[src/rtl/axi_arbiter_n.sv]
// N-master to 1-slave AXI3 arbiter with independent read/write paths.
// Each path runs one burst at a time; the downstream ID carries the granted master index.
package axi_arbiter_pkg;
  typedef struct packed {
    logic [31:0] araddr;
    logic [3:0]  arid;
    logic [3:0]  arlen;
    logic [2:0]  arsize;
    logic [1:0]  arburst;
    logic        arvalid;
    logic [31:0] awaddr;
    logic [3:0]  awid;
    logic [3:0]  awlen;
    logic [2:0]  awsize;
    logic [1:0]  awburst;
    logic        awvalid;
    logic [31:0] wdata;
    logic [3:0]  wstrb;
    logic [3:0]  wid;
    logic        wlast;
    logic        wvalid;
    logic        rready;
    logic        bready;
  } axi_req_t;

  typedef struct packed {
    logic        arready;
    logic        awready;
    logic        wready;
    logic [31:0] rdata;
    logic [3:0]  rid;
    logic [1:0]  rresp;
    logic        rlast;
    logic        rvalid;
    logic [3:0]  bid;
    logic [1:0]  bresp;
    logic        bvalid;
  } axi_resp_t;
endpackage

module axi_arbiter_n
  import axi_arbiter_pkg::*;
#(
  parameter int unsigned NUM_MASTERS = 3,
  parameter int unsigned ROUND_ROBIN = 1
) (
  input  logic      clk,
  input  logic      reset,
  input  axi_req_t  m_req  [NUM_MASTERS],
  output axi_resp_t m_resp [NUM_MASTERS],
  output axi_req_t  s_req,
  input  axi_resp_t s_resp
);

  typedef enum logic [1:0] {R_IDLE, R_ADDR, R_DATA} r_state_e;
  typedef enum logic [1:0] {W_IDLE, W_ADDR, W_DATA, W_RESP} w_state_e;

  r_state_e r_state_q, r_state_d;
  w_state_e w_state_q, w_state_d;
  logic [3:0] r_gnt_q, r_gnt_d, r_ptr_q, r_ptr_d;
  logic [3:0] w_gnt_q, w_gnt_d, w_ptr_q, w_ptr_d;
  logic [NUM_MASTERS-1:0] ar_req, aw_req;
  logic [4:0] r_pick, w_pick;
  logic unused_ids;

  // Returns {found, index}; search starts at ptr for round-robin, at 0 otherwise.
  function automatic logic [4:0] pick(input logic [NUM_MASTERS-1:0] req, input logic [3:0] ptr);
    logic [4:0] res;
    int unsigned j;
    res = '0;
    for (int unsigned k = 0; k < NUM_MASTERS; k++) begin
      j = (ROUND_ROBIN != 0) ? (32'(ptr) + k) % NUM_MASTERS : k;
      for (int unsigned i = 0; i < NUM_MASTERS; i++)
        if (!res[4] && i == j && req[i]) res = {1'b1, 4'(i)};
    end
    return res;
  endfunction

  function automatic logic [3:0] next_ptr(input logic [3:0] idx);
    return (32'(idx) == NUM_MASTERS - 1) ? '0 : idx + 4'd1;
  endfunction

  always_comb begin
    ar_req     = '0;
    aw_req     = '0;
    unused_ids = 1'b0;
    for (int unsigned i = 0; i < NUM_MASTERS; i++) begin
      ar_req[i]  = m_req[i].arvalid;
      aw_req[i]  = m_req[i].awvalid;
      unused_ids = unused_ids ^ (^{m_req[i].arid, m_req[i].awid, m_req[i].wid});
    end
    r_pick = pick(ar_req, r_ptr_q);
    w_pick = pick(aw_req, w_ptr_q);
  end

  // Handshake terms use the already state-gated downstream signals.
  always_comb begin
    r_state_d = r_state_q;
    r_gnt_d   = r_gnt_q;
    r_ptr_d   = r_ptr_q;
    w_state_d = w_state_q;
    w_gnt_d   = w_gnt_q;
    w_ptr_d   = w_ptr_q;
    case (r_state_q)
      R_IDLE: if (r_pick[4]) begin
        r_gnt_d   = r_pick[3:0];
        r_ptr_d   = next_ptr(r_pick[3:0]);
        r_state_d = R_ADDR;
      end
      R_ADDR: if (s_req.arvalid && s_resp.arready) r_state_d = R_DATA;
      R_DATA: if (s_resp.rvalid && s_req.rready && s_resp.rlast) r_state_d = R_IDLE;
      default: r_state_d = R_IDLE;
    endcase
    case (w_state_q)
      W_IDLE: if (w_pick[4]) begin
        w_gnt_d   = w_pick[3:0];
        w_ptr_d   = next_ptr(w_pick[3:0]);
        w_state_d = W_ADDR;
      end
      W_ADDR: if (s_req.awvalid && s_resp.awready) w_state_d = W_DATA;
      W_DATA: if (s_req.wvalid && s_resp.wready && s_req.wlast) w_state_d = W_RESP;
      W_RESP: if (s_resp.bvalid && s_req.bready) w_state_d = W_IDLE;
      default: w_state_d = W_IDLE;
    endcase
  end

  always_comb begin
    s_req = '0;
    if (r_state_q == R_ADDR) s_req.arid = r_gnt_q;
    if (w_state_q == W_ADDR) s_req.awid = w_gnt_q;
    if (w_state_q == W_DATA) s_req.wid  = w_gnt_q;
    for (int unsigned i = 0; i < NUM_MASTERS; i++) begin
      m_resp[i] = '0;
      if (4'(i) == r_gnt_q) begin
        if (r_state_q == R_ADDR) begin
          s_req.araddr      = m_req[i].araddr;
          s_req.arlen       = m_req[i].arlen;
          s_req.arsize      = m_req[i].arsize;
          s_req.arburst     = m_req[i].arburst;
          s_req.arvalid     = m_req[i].arvalid;
          m_resp[i].arready = s_resp.arready;
        end
        if (r_state_q == R_DATA) begin
          s_req.rready     = m_req[i].rready;
          m_resp[i].rdata  = s_resp.rdata;
          m_resp[i].rid    = s_resp.rid;
          m_resp[i].rresp  = s_resp.rresp;
          m_resp[i].rlast  = s_resp.rlast;
          m_resp[i].rvalid = s_resp.rvalid;
        end
      end
      if (4'(i) == w_gnt_q) begin
        if (w_state_q == W_ADDR) begin
          s_req.awaddr      = m_req[i].awaddr;
          s_req.awlen       = m_req[i].awlen;
          s_req.awsize      = m_req[i].awsize;
          s_req.awburst     = m_req[i].awburst;
          s_req.awvalid     = m_req[i].awvalid;
          m_resp[i].awready = s_resp.awready;
        end
        if (w_state_q == W_DATA) begin
          s_req.wdata      = m_req[i].wdata;
          s_req.wstrb      = m_req[i].wstrb;
          s_req.wlast      = m_req[i].wlast;
          s_req.wvalid     = m_req[i].wvalid;
          m_resp[i].wready = s_resp.wready;
        end
        if (w_state_q == W_RESP) begin
          s_req.bready     = m_req[i].bready;
          m_resp[i].bid    = s_resp.bid;
          m_resp[i].bresp  = s_resp.bresp;
          m_resp[i].bvalid = s_resp.bvalid;
        end
      end
    end
  end

  always_ff @(posedge clk) begin
    if (reset) begin
      r_state_q <= R_IDLE;
      w_state_q <= W_IDLE;
      r_gnt_q   <= '0;
      w_gnt_q   <= '0;
      r_ptr_q   <= '0;
      w_ptr_q   <= '0;
    end else begin
      r_state_q <= r_state_d;
      w_state_q <= w_state_d;
      r_gnt_q   <= r_gnt_d;
      w_gnt_q   <= w_gnt_d;
      r_ptr_q   <= r_ptr_d;
      w_ptr_q   <= w_ptr_d;
    end
  end

endmodule
[config.mk]
export PLATFORM = sky130hd
export DESIGN_NAME = axi_arbiter_n
export DESIGN_NICKNAME = d
export VERILOG_FILES = /design/src/rtl/axi_arbiter_n.sv
export SDC_FILE = /design/constraint.sdc
export NUM_CORES = 1
export LEC_CHECK = 0
export CAP_MARGIN = 25
export CORE_AREA = 4 4 286 288
export CTS_CLUSTER_SIZE = 8
export DETAILED_ROUTE_END_ITERATION = 8
export DIE_AREA = 0 0 290 292
export GPL_ROUTABILITY_DRIVEN = 0
export HOLD_SLACK_MARGIN = 0.06
export MAX_ROUTING_LAYER = met4
export PLACE_DENSITY = 0.39
export SYNTH_ARGS = -nofsm -noshare
export SYNTH_HDL_FRONTEND = slang
export SYNTH_SLANG_ARGS = --single-unit
export TNS_END_PERCENT = 5
[constraint.sdc]
create_clock -name clk -period 6.1 [get_ports clk]
set_input_delay 0.915 -clock clk [delete_from_list [all_inputs] [get_ports clk]]
set_output_delay 0.915 -clock clk [all_outputs]
set_load 0.05 [all_outputs]
==> run metrics <==
status=finished clean; Overall Power=4.506 mW; post-CTS sizing=0; type of element capturing the critical path=register; Seq cells post-synth=14; wire per inst=21.03 um; num ports=746; Core Area=78870 um2; filler instances=8924; cts hold-fix bufs=0; share of post-route cells with drive strength above 1=3.522%; RSZ-0062 raised after global routing=false; vias per cell=3.787; MaxCap Viol Count=0; Int Pwr=1.726 mW; Slew HR=32.87%; leakage=5.451 nW; DRT Pass-1 Iters=5; Slew Limit Fails=0; Worst-path clk slew=50 ps; register area share after synthesis=3.871%; Die W=290 um; Pwr Density=289.2 nW/um2; Yosys warning count=0; H-tree depth=1; die area=84680 um2; CTS root buf=clkbuf_16; WS Path Type=reg -> reg; synth top area cells=and2_1 (18%), mux2i_1 (18%), nor2_1 (8.3%), ha_1 (7.4%), o21ai_0 (6.9%); vias in the first global route=11470; Data arrival, critical path=4990 ps; Layout Nets=2294; Final Util=19.76%; Period minus WS final=4850 ps; Async S/R FF share, synth=0%; CTS sink cnt=14; Placed Area=15460 um2; EDFF count, synth=0; dpl ws=1331 ps; post-synth top area share=18.23%; initial antenna violation count=8; final worst slack=1250 ps; crit-path max FO=12; final instance area=15580 um2; worst skew pair latency=250 ps; count of input and output buffers=703; Yosys cell types=75; worst min path class=reg -> reg; mapped cell area=7239 um2; Worst Tran Pin Value=998.3 ps; CTS buffer count=3; DR vias=10780; Syn Inst Count=1147; FF-to-FF setup slack=1250 ps; first-pass GRT wire length=83980 um; cell row count=103; Post-DRT Antenna Nets=0; Layout Skew=1.389 ps; # setup viols final=0; Fin Setup TNS=0 ps; CP endpoint=w_gnt_q[1]$_SDFFE_PP0P_; CTS tree=done; Worst R2R End=w_gnt_q[1]$_SDFFE_PP0P_; DRC viols=0; total congestion overflow=0; sw frac=61.70%; Synth area leader=and2_1; startpoint types=register; DP HPWL=51550 um; Post-CTS Setup Repair Bufs=0; Clock power frac=2.9%; Mapped Avg Cell Area=6.312 um2; worst flop-to-flop path startpoint=w_ptr_q[0]$_SDFFE_PP0P_; Final Hold Viols=0; gr usage total=13.63%; Worst Reg-to-Reg Cells=16; Tcrit/Tclk final=79.50%; Worst Setup SP=w_ptr_q[0]$_SDFFE_PP0P_; part of the power in registers=4.8%; Clock Path Buffers=2; Inst Count DP=2834; Synth top cells by count=and2_1 (211), nor2_1 (160), mux2i_1 (129); area grow syn2layout=115.2%; Starting Density=9.179%; most frequent cell after synthesis=and2_1; largest net degree at the start of global routing=69; height of the die=292 um; switching power=2.780 mW; Main synth FF type=dfxtp_1; post-route non-filler standard cell count=2847; Worst VDD drop=125.7 uV; CP required=6240 ps; Worst Hold Slack=576.5 ps; Fmax=206.2 MHz; final WL=59870 um; drt first-iter violations=591; part of the power in combinational logic=92.3%
==> power by group through the flow <==
stage / sequential [mW] / combinational (mW) / clock (mW)
after floorplan: 0.151 / 2.62 / 0
after global placement: 0.222 / 4.17 / 0
after detailed placement: 0.223 / 4.20 / 0
after CTS: 0.222 / 4.23 / 0.136
after global routing: 0.228 / 4.48 / 0.139
final: 0.217 / 4.16 / 0.130
==> cell usage in the layout (no fill, tap or decap), drive strengths merged, types with 4 or more instances in the layout <==
master           n
a31oi           12
and2           211
o211ai           7
mux2i          129
clkdlybuf4s50  703
ha              43
conb             7
mux2             5
o21bai           4
buf             19
a41oi            4
nor2b            6
a21o             7
nor3            15
inv             35
clkbuf           4
a211oi           5
o31ai            5
xnor2            8
o21a             4
nand2          116
a21oi           62
or2              6
dfxtp           14
diode            8
o21ai          102
nor4             6
nor2           160
a311oi           7
nand2b           8
nand3           11
or4              6
and3             4
a31o             5
==> area by class of cell <==
| cell class | count | area [um2] | area share, % |
|---|---|---|---|
| Timing Repair Buffer | 722 | 7229 | 46.39 |
| Inverter | 36 | 135.1 | 0.8672 |
| Antenna cell | 8 | 20.02 | 0.1285 |
| Sequential cell | 14 | 290.3 | 1.863 |
| Clock buffer | 4 | 78.83 | 0.5059 |
| Tap cell | 1050 | 1314 | 8.431 |
| Multi-Input combinational cell | 1013 | 6515 | 41.81 |
==> worst min path at each step <==
stage | start | end | slack, ps | depth (start not counted)
after global placement | w_state_q[1]$_SDFFE_PP0P_ | w_state_q[1]$_SDFFE_PP0P_ | 570 | 2
final | w_state_q[0]$_SDFFE_PP0P_ | w_state_q[0]$_SDFFE_PP0P_ | 580 | 2
after detailed placement | w_state_q[0]$_SDFFE_PP0P_ | w_state_q[0]$_SDFFE_PP0P_ | 570 | 2
after CTS | w_state_q[0]$_SDFFE_PP0P_ | w_state_q[0]$_SDFFE_PP0P_ | 580 | 2
after global routing | w_state_q[0]$_SDFFE_PP0P_ | w_state_q[0]$_SDFFE_PP0P_ | 590 | 2
after floorplan | w_state_q[1]$_SDFFE_PP0P_ | w_state_q[1]$_SDFFE_PP0P_ | 510 | 2
==> per-layer routing <==
layer	track usage, %	wire length [um]
met5	-	0
met4	1.475	699
met3	3.118	3989
met2	24.09	29750
met1	16.32	25430
==> worst max-delay path, stage by stage (launching register included) <==
cell     delay [ps]
dfxtp_1         630
ha_1            310
xor2_1          480
nor2_1          230
inv_1           130
ha_1            380
a31o_2          230
o211a_1         230
ha_1            280
a31oi_1          90
o21ai_1         230
nor2_1           90
or4_1           500
o31ai_2         420
a31o_2          190
a41oi_1          50
o221a_2         270
==> cells by family (layout without fill, tap and decap cells) <==
family | Yosys count | count (layout) | share of synthesized area [%]
buffers and inverters | 125 | 762 | 6.844
AND/OR/NAND/NOR | 563 | 563 | 39.20
adder cells (fa/ha/maj) | 44 | 44 | 7.708
other | 2 | 15 | 0.1037
XOR/XNOR | 10 | 10 | 1.417
flip-flops | 14 | 14 | 3.871
AO/OA/AOI/OAI | 255 | 255 | 22.24
multiplexers | 134 | 134 | 18.61
==> sequential cells by signal (all words and copies together), names as in the netlist <==
signal,count
w_ptr_q,3
w_gnt_q,2
r_ptr_q,3
r_gnt_q,2
r_state_q,2
w_state_q,2
Note: power is estimated with default switching activity, not from simulation.
==> RTL edit 1, RTL diff (config.mk and constraints unchanged) <==
Set the parameter `ROUND_ROBIN` to 0 (it was 1).
--- a/src/rtl/axi_arbiter_n.sv
+++ b/src/rtl/axi_arbiter_n.sv
@@ -42,7 +42,7 @@
   import axi_arbiter_pkg::*;
 #(
   parameter int unsigned NUM_MASTERS = 3,
-  parameter int unsigned ROUND_ROBIN = 1
+  parameter int unsigned ROUND_ROBIN = 0
 ) (
   input  logic      clk,
   input  logic      reset,
Check against the original RTL: not settled (the Yosys comparison gave no result); the edit may change what the design does.
==> RTL edit 1 against the unedited design <==
Wire length down 32%. Sequential cell count fell by 6. Clock power down 4%. Critical path depth down 11. Design area shrank 17%. Power decreased by 49%. Area after synthesis fell by 34%. Count of clock-buffer cells in the layout unchanged. Worst setup slack gained 0.57 ns. Largest cell class unchanged.
==> RTL edit 1: results (changes against the unedited design) <==
| Metric | Value |
|---|---|
| Status | `finished, final reports clean` |
| Filler Cells Inserted | `8988 (+0.72%)` |
| Synth Area in XOR/XNOR | `0 (-0.0142)` |
| Crit-path max cell delay | `0.85 ns (+0.22 ns)` |
| Layout cell share with drive strength beyond 1 | `0.0193 (-0.0159)` |
| Fin area | `13000 sq um (-17%)` |
| Arr. time, crit path | `3.37 ns (-1.62 ns)` |
| Min-Delay Path Class | `register to register` |
| Async S/R FF share, synth | `0 (unchanged)` |
| Netlist cell types | `34 (-55%)` |
| Met2 Resource Use GR | `0.164 (-0.0765)` |
| Clk_skew | `0.000306 ns (-0.00108 ns)` |
| Crit path max-delay cell type | `clkdlybuf4s50_1` |
| Final setup fails | `0 (unchanged)` |
| GRT Overall Usage | `0.0910 (-0.0453)` |
| Post_cts resized | `0 (unchanged)` |
| Main synth FF type | `dfxtp_1` |
| Peak supply drop | `0.149 mV (+19%)` |
| Place WS | `1.97 ns (+0.635 ns)` |
| Initial antenna violation count | `4 (-4)` |
| Fraction of the yosys area taken by sequential cells | `0.0336 (-0.00514)` |
| Commonest cells in the synthesized netlist | `202 x nor2_1, 167 x and2_1, 125 x mux2i_1, 88 x a21oi_1, 53 x nand2_1` |
| Postcts setup bufs | `0 (unchanged)` |
| Detailed Route WL | `40700 um (-32%)` |
| Critical path fanouts, max | `54 (+42)` |
| DRT iter0 DRCs | `276 (-53%)` |
| Largest net degree at the start of global routing | `63 (-8.7%)` |
| Detailed Routing Iterations Pass 1 | `4 (-1)` |
| Clock power frac | `0.054 (+0.025)` |
| Net switching power | `1350 uW (-51%)` |
| CTS buffer count | `3 (unchanged)` |
| First-pass GRT wire length | `57000 um (-32%)` |
| GR Layer Usage met3 | `0.0226 (-0.00859)` |
| Root Buffer | `clkbuf_16` |
| Vias in the first global route | `8239 (-28%)` |
| CP delay by family, top | `buffers and inverters` |
| Clock Latency Late Sink | `0.25 ns (about the same)` |
| Static leakage | `0.00438 uW (-20%)` |
| Final #Nets | `1919 (-16%)` |
| Slew @ Worst Pin | `1.03 ns (+0.0323 ns)` |
| Final HPWL DP | `34200 um (-34%)` |
| Met1 usage | `0.105 (-0.0584)` |
| Synth Area in Compound Gates | `0.157 (-0.0658)` |
| DR vias | `7931 (-26%)` |
| Mux cell area share after synthesis | `0.262 (+0.0762)` |
| Top post-synthesis cells by area | `mux2i_1 26%, and2_1 22%, nor2_1 16%` |
| Port Buffers | `703 (unchanged)` |
| Clock Pin Slew Worst Setup and Hold Paths | `~0.04 ns` |
| Yosys warning total | `0 (unchanged)` |
| Post-synthesis adder-cell area fraction | `0.0131 (-0.0640)` |
| Bufs on Longest Clock Path | `2 (unchanged)` |
| CTS H-tree lvls | `1 (unchanged)` |
## RTL edit 1: through the flow
| stage | std cells | power, uW |
|---|---|---|
| finish | 2505 | 2290 |
| global route | 2505 | 2440 |
| CTS | 2503 | 2340 |
| detailed placement | 2499 | 2190 |
| global placement | 2499 | 2190 |
| floorplan | 813 | 1320 |
## RTL edit 1: cell type report
cell class                      count  share of cell area
Multi-Input combinational cell    718               0.327
Timing Repair Buffer              715               0.550
Tap cell                         1050               0.101
Inverter                            8             0.00232
Clock buffer                        4             0.00608
Antenna cell                        2            0.000386
Sequential cell                     8              0.0131
## RTL edit 1: layer usage
layer / wire length, um / up-vias
met3: 2570 / 27
li1: - / 3938
met4: 499 / 0
met2: 21100 / 366
met5: 0 / -
met1: 16500 / 3600
## RTL edit 1: final timing paths
| check | from | endpoint | slack [ns] | cells after the start |
|---|---|---|---|---|
| min | w_state_q[1] | w_state_q[1] | 0.53 | 2 |
| max | w_gnt_q[0] | s_req[13] | 1.82 | 5 |
| min reg2reg | w_state_q[1] | w_state_q[1] | 0.53 | 2 |
| max reg2reg | r_gnt_q[1] | r_state_q[1] | 3.75 | 6 |
## RTL edit 1: cell families (layout without fill, tap and decap cells)
| logic type | Yosys count | count (layout) |
|---|---|---|
| compound gates | 141 | 141 |
| fa+ha+maj | 5 | 5 |
| buf+inv | 87 | 727 |
| flops | 8 | 8 |
| mux | 125 | 125 |
| other cells | 1 | 8 |
| simple gates | 441 | 441 |
## RTL edit 1: power by group through the flow
stage / combinational [uW] / clock [uW] / sequential [uW]
final: 2060 / 125 / 109
after global routing: 2190 / 140 / 115
after CTS: 2090 / 138 / 110
after detailed placement: 2080 / 0 / 111
after global placement: 2080 / 0 / 110
after floorplan: 1250 / 0 / 71.4
==> RTL edit 2, RTL diff (config.mk and constraints unchanged) <==
Made on the original files. Reset style: asynchronous (`reset`), changed in one clocked block.
--- a/src/rtl/axi_arbiter_n.sv
+++ b/src/rtl/axi_arbiter_n.sv
@@ -175,7 +175,7 @@
     end
   end
 
-  always_ff @(posedge clk) begin
+  always_ff @(posedge clk or posedge reset) begin
     if (reset) begin
       r_state_q <= R_IDLE;
       w_state_q <= W_IDLE;
Formal check against the unedited RTL: not equivalent (Yosys sat finds a counterexample within 4 cycles, from zero or initial values and one cycle with reset high; the reset may be asserted at any time).
==> RTL edit 2 against the unedited design <==
Combinational power up 36%. Worst hold slack worse by 0.0042 ns. Critical path depth up 1. Global-route usage down 0.52 points. Core utilization down 0.47 points. Worst setup slack better by 0.21 ns. Sequential cell count unchanged. Area after synthesis down 3.8%. Power up 35%. Clock skew about the same. Design area down 2.4%. Wire length down 3.2%. Highest routed layer unchanged.
==> RTL edit 2: results (changes against the unedited design) <==
| Metric | Value |
|---|---|
| Final #Nets | `2251 (-1.9%)` |
| Netlist cell types | `74 (-1.3%)` |
| Arr. time, crit path | `4.77 ns (-0.22 ns)` |
| Final HPWL DP | `50400 um (-2.3%)` |
| Fraction of the yosys area taken by sequential cells | `0.0503 (+0.0116)` |
| Layout cell share with drive strength beyond 1 | `0.0304 (-0.00484)` |
| DRT iter0 DRCs | `326 (-45%)` |
| Vias in the first global route | `11.0k (-4.4%)` |
| Pwr/cell area | `400 nW/um^2 (+38%)` |
| Clk_skew | `0.00175 ns (+0.000362 ns)` |
| Static leakage | `0.00554 uW (+1.6%)` |
| # diodes | `0 (-8)` |
| Top post-synthesis cells by area | `mux2i_1 19%, and2_1 15%, nor2_1 12%` |
| Critical path fanouts, max | `14 (+2)` |
| Peak supply drop | `0.208 mV (+65%)` |
| GRT Overall Usage | `0.131 (-0.00520)` |
| First-pass GRT wire length | `80400 um (-4.3%)` |
| Clock power frac | `0.022 (-0.007)` |
| Filler Cells Inserted | `8917 (-0.078%)` |
| Port Buffers | `703 (unchanged)` |
| Crit path max-delay cell type | `dfrtp_1` |
| Commonest cells in the synthesized netlist | `225 x nor2_1, 170 x and2_1, 135 x mux2i_1, 103 x a21oi_1, 82 x nand2_1` |
| Slew @ Worst Pin | `0.969 ns (-0.0294 ns)` |
| Root Buffer | `clkbuf_16` |
| Status | `finished, final reports clean` |
| Largest net degree at the start of global routing | `64 (-7.2%)` |
-- RTL edit 2: final timing paths --
kind | start | end | slack (ns) | depth (start not counted)
setup / recovery | w_ptr_q[1] | w_state_q[1] | 1.46 | 17
hold / removal | w_state_q[0] | w_state_q[0] | 0.57 | 1
setup reg to reg | w_ptr_q[1] | w_state_q[1] | 1.46 | 17
hold reg to reg | w_state_q[0] | w_state_q[0] | 0.57 | 1
max in group asynchronous | reset | w_gnt_q[0] | 4.40 | 2
min in group asynchronous | reset | r_ptr_q[1] | 1.13 | 2
-- RTL edit 2: area by class of cell --
type / count / share of cell area
clock buffers: 3 / 0.00493
multi-input cells: 979 / 0.406
flip-flops and latches: 14 / 0.0237
inverters: 30 / 0.00740
well taps: 1050 / 0.0863
repair buffers: 719 / 0.472
-- RTL edit 2: stage by stage --
step	total power [uW]	instance area (sq um)	cells	setup WS (ns)
final	6080	15200	2795	1.46
after global routing	6550	15200	2795	1.06
after CTS	6180	15200	2794	1.36
after detailed placement	6030	15100	2791	1.49
after global placement	5970	15100	2791	1.54
after floorplan	3930	6990	1112	2.26
-- RTL edit 2: power groups by stage --
stage               sequential, uW  clock [uW]  combinational [uW]
global route                   329         141                6080
floorplan                      177           0                3750
finish                         311         131                5640
CTS                            316         138                5730
detailed placement             318           0                5710
global placement               317           0                5660
-- RTL edit 2: metal layers --
| metal | GRT usage | vias up | routed length [um] |
|---|---|---|---|
| li1 | - | 5015 | - |
| met1 | 0.146 | 4839 | 23000 |
| met2 | 0.245 | 437 | 30600 |
| met3 | 0.0376 | 6 | 4230 |
| met4 | 0.00360 | 0 | 65 |
| met5 | - | - | 0 |
-- RTL edit 2: cell families after synthesis --
| logic type | after synthesis | synth area share |
|---|---|---|
| other | 2 | 0.00108 |
| AND/OR/NAND/NOR | 546 | 0.385 |
| buffers and inverters | 119 | 0.0711 |
| adder cells (fa/ha/maj) | 44 | 0.0801 |
| flip-flops | 14 | 0.0503 |
| multiplexers | 137 | 0.198 |
| XOR/XNOR | 9 | 0.0124 |
| AO/OA/AOI/OAI | 236 | 0.203 |
